--- config.mk ---
export PLATFORM = sky130hd
export DESIGN_NAME = dmem_arbiter
export DESIGN_NICKNAME = d
export VERILOG_FILES = /design/src/rtl/dmem_arbiter.sv
export SDC_FILE = /design/constraint.sdc
export NUM_CORES = 1
export LEC_CHECK = 0
export ABC_AREA = 0
export CAP_MARGIN = 20
export CORE_AREA = 2 2 155 157
export DETAILED_ROUTE_END_ITERATION = 7
export DIE_AREA = 0 0 157 159
export PLACE_DENSITY_LB_ADDON = 0.12
export SKIP_LAST_GASP = 1
export SLEW_MARGIN = 20
export SYNTH_ARGS = -nofsm -noshare
export SYNTH_HDL_FRONTEND = slang
export SYNTH_SLANG_ARGS = --single-unit
--- constraint.sdc ---
create_clock -name CLK -period 5.1 [get_ports CLK]
set_clock_uncertainty 0.2 [all_clocks]
set_input_delay 1.02 -clock CLK [delete_from_list [all_inputs] [get_ports CLK]]
set_output_delay 1.02 -clock CLK [all_outputs]
set_load 0.05 [all_outputs]
--- src/rtl/dmem_arbiter.sv ---
// dmem_arbiter: round-robin arbiter that lets a CPU and a debug/loader
// requester share one byte-wide data memory. Each 32-bit word access is
// serialised into four big-endian byte beats (address wraps modulo 2^MEM_AW),
// followed by a one-cycle Ack to the granted requester.
//
// Ports:
//   CLK, Reset (async, active-low)
//   Cpu{Req,RW,Addr,WData} in / Cpu{RData,Ack} out : CPU word port
//   Dbg{Req,RW,Addr,WData} in / Dbg{RData,Ack} out : debug/loader word port
//   MemAddr, MemWE, MemWByte out / MemRByte in      : byte memory port
//   Busy : high whenever the FSM is not IDLE
//   Err  : misaligned-request flag, valid with Ack
//
// Build option: DMEMARB_ALIGN_CHK_EN -- when defined, requests with
// address[1:0] != 0 skip the memory beats and complete with Err = 1.
// When undefined, misaligned words are serviced normally and Err is 0.
module dmem_arbiter #(
    parameter int unsigned MEM_AW = 6
) (
    input  logic              CLK,
    input  logic              Reset,
    input  logic              CpuReq,
    input  logic              CpuRW,
    input  logic [31:0]       CpuAddr,
    input  logic [31:0]       CpuWData,
    output logic [31:0]       CpuRData,
    output logic              CpuAck,
    input  logic              DbgReq,
    input  logic              DbgRW,
    input  logic [31:0]       DbgAddr,
    input  logic [31:0]       DbgWData,
    output logic [31:0]       DbgRData,
    output logic              DbgAck,
    output logic [MEM_AW-1:0] MemAddr,
    output logic              MemWE,
    output logic [7:0]        MemWByte,
    input  logic [7:0]        MemRByte,
    output logic              Busy,
    output logic              Err
);

    typedef enum logic [1:0] {IDLE, BEAT, ACK} state_t;

    state_t              state, state_d;
    logic [1:0]          beat, beat_d;
    logic                gnt_dbg, gnt_dbg_d;    // current grant: 1 = Dbg
    logic                last_dbg, last_dbg_d;  // last grant was Dbg
    logic [MEM_AW-1:0]   base, base_d;
    logic                rw, rw_d;
    logic [31:0]         wdata, wdata_d;

    logic [31:0]         cpu_rdata_d, dbg_rdata_d;
    logic                cpu_ack_d, dbg_ack_d;
    logic [MEM_AW-1:0]   mem_addr_d;
    logic                mem_we_d;
    logic [7:0]          mem_wbyte_d;
    logic                busy_d;

    // Request selection in IDLE
    logic                pick_dbg;
    logic [31:0]         req_addr;
    logic [1:0]          beat_n;

    // Address bits above the memory width are ignored by design
    logic                unused_addr_hi;
    assign unused_addr_hi = ^{CpuAddr[31:MEM_AW], DbgAddr[31:MEM_AW]};

    // Big-endian byte lane for beat k
    function automatic logic [7:0] get_byte(input logic [31:0] w, input logic [1:0] k);
        logic [7:0] b;
        case (k)
            2'd0:    b = w[31:24];
            2'd1:    b = w[23:16];
            2'd2:    b = w[15:8];
            default: b = w[7:0];
        endcase
        return b;
    endfunction

    function automatic logic [31:0] put_byte(input logic [31:0] w, input logic [1:0] k,
                                             input logic [7:0] b);
        logic [31:0] r;
        r = w;
        case (k)
            2'd0:    r[31:24] = b;
            2'd1:    r[23:16] = b;
            2'd2:    r[15:8]  = b;
            default: r[7:0]   = b;
        endcase
        return r;
    endfunction

`ifdef DMEMARB_ALIGN_CHK_EN
    logic err_d;
`else
    assign Err = 1'b0;
`endif

    // State and output registers
    always_ff @(posedge CLK or negedge Reset) begin
        if (!Reset) begin
            state    <= IDLE;
            beat     <= 2'd0;
            gnt_dbg  <= 1'b0;
            last_dbg <= 1'b1;   // CPU wins the first tie
            base     <= '0;
            rw       <= 1'b0;
            wdata    <= 32'd0;
            CpuRData <= 32'd0;
            DbgRData <= 32'd0;
            CpuAck   <= 1'b0;
            DbgAck   <= 1'b0;
            MemAddr  <= '0;
            MemWE    <= 1'b0;
            MemWByte <= 8'd0;
            Busy     <= 1'b0;
`ifdef DMEMARB_ALIGN_CHK_EN
            Err      <= 1'b0;
`endif
        end else begin
            state    <= state_d;
            beat     <= beat_d;
            gnt_dbg  <= gnt_dbg_d;
            last_dbg <= last_dbg_d;
            base     <= base_d;
            rw       <= rw_d;
            wdata    <= wdata_d;
            CpuRData <= cpu_rdata_d;
            DbgRData <= dbg_rdata_d;
            CpuAck   <= cpu_ack_d;
            DbgAck   <= dbg_ack_d;
            MemAddr  <= mem_addr_d;
            MemWE    <= mem_we_d;
            MemWByte <= mem_wbyte_d;
            Busy     <= busy_d;
`ifdef DMEMARB_ALIGN_CHK_EN
            Err      <= err_d;
`endif
        end
    end

    // Next-state and next-output logic; outputs are computed for the cycle
    // being entered so that every output comes straight from a flop.
    always_comb begin
        state_d     = state;
        beat_d      = beat;
        gnt_dbg_d   = gnt_dbg;
        last_dbg_d  = last_dbg;
        base_d      = base;
        rw_d        = rw;
        wdata_d     = wdata;
        cpu_rdata_d = CpuRData;
        dbg_rdata_d = DbgRData;
        cpu_ack_d   = 1'b0;
        dbg_ack_d   = 1'b0;
        mem_addr_d  = '0;
        mem_we_d    = 1'b0;
        mem_wbyte_d = 8'd0;
        busy_d      = 1'b0;
`ifdef DMEMARB_ALIGN_CHK_EN
        err_d       = 1'b0;
`endif
        pick_dbg    = DbgReq && (!CpuReq || !last_dbg);
        req_addr    = pick_dbg ? DbgAddr : CpuAddr;
        beat_n      = beat + 2'd1;

        case (state)
            IDLE: begin
                if (CpuReq || DbgReq) begin
                    gnt_dbg_d  = pick_dbg;
                    last_dbg_d = pick_dbg;
                    base_d     = req_addr[MEM_AW-1:0];
                    rw_d       = pick_dbg ? DbgRW : CpuRW;
                    wdata_d    = pick_dbg ? DbgWData : CpuWData;
                    beat_d     = 2'd0;
                    busy_d     = 1'b1;
`ifdef DMEMARB_ALIGN_CHK_EN
                    if (req_addr[1:0] != 2'd0) begin
                        state_d   = ACK;
                        cpu_ack_d = !pick_dbg;
                        dbg_ack_d = pick_dbg;
                        err_d     = 1'b1;
                    end else
`endif
                    begin
                        state_d     = BEAT;
                        mem_addr_d  = req_addr[MEM_AW-1:0];
                        mem_we_d    = rw_d;
                        mem_wbyte_d = rw_d ? get_byte(wdata_d, 2'd0) : 8'd0;
                    end
                end
            end
            BEAT: begin
                busy_d = 1'b1;
                // Read byte for this beat is valid at MemAddr now
                if (!rw) begin
                    if (gnt_dbg) dbg_rdata_d = put_byte(DbgRData, beat, MemRByte);
                    else         cpu_rdata_d = put_byte(CpuRData, beat, MemRByte);
                end
                if (beat == 2'd3) begin
                    state_d   = ACK;
                    cpu_ack_d = !gnt_dbg;
                    dbg_ack_d = gnt_dbg;
                end else begin
                    beat_d      = beat_n;
                    mem_addr_d  = base + MEM_AW'(beat_n);
                    mem_we_d    = rw;
                    mem_wbyte_d = rw ? get_byte(wdata, beat_n) : 8'd0;
                end
            end
            ACK: begin
                state_d = IDLE;
            end
            default: begin
                state_d = IDLE;
            end
        endcase
    end

endmodule
# Word level (Yosys, flattened, before mapping)
# Cells that the tools add are included.
# totals
ff_bits	127
input_bits	142
output_inout_bits	83
wordCells	84
# classes
addsub	2
eq_ne	9
n_mux	27
n_bitwise	3
reduce_logical	22
# op_table
operator	count
$mux 32	1
$mux 8	4
$reduce_and 4->1	8
$pmux 8 s3	1
$mux 6	3
$pmux 8 s2	1
$pmux 6 s2	1
$mux 1	8
$mux 2	4
$pmux 2 s2	2
$add 6x2->6	1
$eq 2x1->1 const B	3
$eq 2x2->1 const B	3
$logic_not 2->1	3
$ne 2x2->1 const B	3
$pmux 1 s2	2
$reduce_and 2->1	2
$logic_not 1->1	3
$not 1->1	3
$reduce_and 3->1	1
$reduce_or 3->1	1
$add 2x1->2 const B	1
$logic_or 1x1->1	2
$reduce_bool 2->1	1
$logic_and 1x1->1	1

# Depth between registers and ports, before layout
# logic_depth
ltp_word	7
mapped_depth	6
mapped_depth_nobuf	6

# Worst setup path after synthesis
# OpenSTA, ideal clock, no wires.
# synth_path
path_type	input to register
start	input DbgReq
end	register wdata[29]
setup_time_ns	0.125
arrival_ns	2.187
required_ns	4.775
slack_ns	2.589
stages	5
n_path_buf	2
path_cell_list	a21boi_1 > buf_2 > buf_4 > mux2_2 > mux2_2
# synth_between
elab_chain_len	2
word_cells_on_any_way	4
cone_classes	1 x mux; 3 x reduce/logical
# synth_lines
element	line_no	rtl
from (decl)	28	input logic DbgReq,
$logic_and 1x1->1 / $logic_or 1x1->1 (equally long branches)	163, 169	
$mux 32 / $reduce_and 2->1 (equally long branches)	-	
to (signal assigned)	127	wdata <= wdata_d;
to (decl)	50	logic [31:0] wdata, wdata_d;
# Several ways; a longest one is shown, not always the timed one.
# A chain may end at the register's enable or synchronous reset.

# Final worst setup path
# layout_path
start	input DbgReq
end	register wdata[21]
# The elaborated chain is that of the path after synthesis.

==> impl_results.md <==
- Status: complete, no violations
- Die X: 157 um
- Crit path time final: 3.229 ns
- Core ar.: 23190 um2
- Antenna violations before repair: 0
- All-Layer GR Usage: 0.1372
- Post-CTS setup buffer count: 0
- Crit path capture type: flop
- Synth Area in XOR/XNOR: 0.003045
- Rel. slew slack: 0.3209
- First drt pass iteration count: 5
- Final setup violation count: 0
- DRT iter0 DRCs: 147
- Vias: 4006
- WL final: 16500 um
- Die area: 24960 um2
- CP Class: in2reg
- # hold bufs at CTS: 0
- Gate count after technology mapping: 416
- Clock sinks: 127
- RSZ-0062 raised after global routing: no
- Clk slew on worst S/H paths: 0.06 ns
- Nets@finish: 740
- Sequential-to-total area share from yosys stat: 0.5528
- Global-route wire length before repair: 25880 um
- Average wire per standard cell: 17.92 um
- Antenna Nets Post-Route: 0
- Vias in the first global route: 4368
- Util after Layout: 0.3616
- Area occupied by multi-input gates: 2440 um2
- Synth Flop Type: dfrtp_1
- Synth warn: 0
- Rows: 56
- R2R Path End: CpuRData[14]
- Fillers: 2280
- Num CTS Buffers: 17
- Async S/R FF share, synth: 1.000
- Synth Area in Simple Gates: 0.05939
- LEAKAGE: 3.387 nW
- CTS Root Cell: clkbuf_16
- CP endpoint: wdata[21]
- Sw Share: 0.4348
- Post-Synth Adder-Cell Area: 0.02088
- Syn Nets: 567
- Compound-cell area share of the yosys netlist: 0.04481
- Post-synthesis mux area share: 0.2926
- Worst path cell trace: clkdlybuf4s50_1 > a21boi_4 > buf_4 > mux2_2 > mux2_2
- Slowest-stage cell, CP: clkdlybuf4s50_1
- Placer's final routability congestion estimate: 0.7665
- Critical Path Start Type: primary input
- Post-synthesis register bit count: 127
- Logic pwr share: 0.511
- Crit-path max cell delay: 0.57 ns
- Chip height: 159 um
- Library cells used by synthesis: 39
- Crit Path Max Fanout: 41
- Post-synth EDFFs: 0
- Clock Path Buffers: 2
- Worst R2R Start: beat[0]
- Fin. Hold Viols: 0
- Cells on worst reg2reg path: 4
- Seq pwr share: 0.295
- Worst Min Path Start: CpuRData[14]
- Post-DP HPWL: 11500 um
- Post-CTS sizing: 0
- Clk network pwr share: 0.194
- Crit. Startpoint: DbgReq
- Total gr overflow: 0
- Largest net degree at the start of global routing: 94
- Reg2Reg Setup Slack: 2.55 ns
- Internal: 0.003466 W
- Fmax: 309.7 MHz
- IO Port Bufs: 171
- Synthesized area per cell: 13.83 um2
- Starting Density: 0.2480
- Max VDD drop: 0.4649 mV
- Max-slew violation count: 0
- Max-Cap Viols: 0
- Setup TNS: 0 ns
- Register area: 3179 um2
- Post-route DRC: 0
- CTS tree: yes
- Clock latency on the worst-skew pair: 0.41 ns
- Io pins: 225
- Hold/Removal Path Class: reg2reg
- Layout area overhead: 45.79%
- Antenna diodes: 0
- Final Cycle Share: 0.6332
- Worst EP required: 5.20 ns
- H-tree depth: 4
- Mapped cell area: 5752 um2
- Largest family of logic cells by synthesized area: multiplexers
- NetSw: 0.002666 W
- Hold slack: 0.2992 ns
- Worst path arrival time: 3.32 ns
- Via density: 4.350
- Share of cells above drive strength 1: 0.3023
- Most frequent CP cell: mux2_2
- Power Density: 731.4 nW/um2
- Worst-Margin Slew: 1.005 ns
stage by stage:
stage | cells | instance area [um2] | total power [W] | setup slack [ns]
5_1_grt | 921 | 8386 | 0.006475 | 1.758
6_report | 921 | 8386 | 0.006133 | 1.871
3_3_place_gp | 889 | 7802 | 0.004947 | 1.436
3_5_place_dp | 889 | 7802 | 0.004973 | 1.403
4_1_cts | 921 | 8386 | 0.006217 | 1.847
2_1_floorplan | 416 | 5752 | 0.003882 | 2.589
Yosys cell counts (8+ instances only):
library cell | instances | share of area
ha_1 | 8 | 0.017
a222oi_1 | 8 | 0.014
clkbuf_1 | 9 | 0.0059
buf_2 | 8 | 0.0070
mux2i_1 | 14 | 0.024
nand2_1 | 24 | 0.016
nor2b_1 | 18 | 0.020
o32ai_1 | 8 | 0.012
dfrtp_1 | 126 | 0.55
mux2_2 | 135 | 0.26
inv_1 | 9 | 0.0059
placed cells by master, fill, tap and decap left out, drive strengths merged, types with 4 or more instances in the layout:
master / synthesis / final
clkdlybuf4s50: 0 / 170
mux2: 137 / 137
dfrtp: 126 / 126
nand2: 28 / 28
clkbuf: 9 / 19
nor2b: 18 / 18
mux2i: 14 / 14
inv: 9 / 14
a222oi: 8 / 8
o32ai: 8 / 8
ha: 8 / 8
buf: 13 / 6
o21ai: 5 / 5
o211ai: 4 / 4
clkinv: 0 / 4
critical path, delay by kind of cell:
family | cells | cell delay [ns]
multiplexers | 2 | 0.69
AO/OA/AOI/OAI | 1 | 0.47
buffers and inverters | 2 | 1.11
metal layers:
layer	routed length (um)	track usage	up-vias
met5	0	0	-
met1	7435	0.1808	2021
met2	7502	0.2089	122
met3	1432	0.05362	9
li1	-	-	1854
met4	133	0.03878	0
power by group through the flow:
stage	Sequential, W	Combinational, W	Clock [W]
2_1_floorplan	0.00285	0.00103	0
3_3_place_gp	0.00180	0.00314	0
3_5_place_dp	0.00182	0.00315	0
4_1_cts	0.00181	0.00317	0.00123
5_1_grt	0.00188	0.00332	0.00128
6_report	0.00181	0.00313	0.00119
logic make-up (layout without fill, tap and decap cells):
kind of cell,after synthesis,after routing
AO/OA/AOI/OAI,33,33
adder cells (fa/ha/maj),9,9
buffers and inverters,31,217
AND/OR/NAND/NOR,62,62
multiplexers,151,151
other,1,1
XOR/XNOR,2,2
flip-flops,127,127
worst min-delay path by stage:
stage	slack, ns	to	depth (start not counted)
floorplan	0.27	CpuAck	1
detailed placement	0.29	CpuRData[4]	1
global route	0.31	DbgRData[18]	1
global placement	0.28	CpuRData[14]	1
finish	0.30	CpuRData[14]	1
CTS	0.31	CpuRData[14]	1
sequential cells by signal, summed over array words and instances (netlist names):
register	flops
Busy	1
CpuAck	1
CpuRData	32
DbgAck	1
DbgRData	32
MemAddr	6
MemWByte	8
MemWE	1
base	6
beat	2
gnt_dbg	1
last_dbg	1
rw	1
state	2
wdata	32
area by class of cell:
| class | instances | share of cell area |
|---|---|---|
| clock buffer | 19 | 0.05401 |
| clock inverter | 13 | 0.01552 |
| inverter | 9 | 0.004029 |
| multi-input combinational | 258 | 0.2910 |
| sequential | 127 | 0.3791 |
| tap | 319 | 0.04760 |
| timing repair buffer | 176 | 0.2087 |
Note: power is estimated with default switching activity, not from simulation.
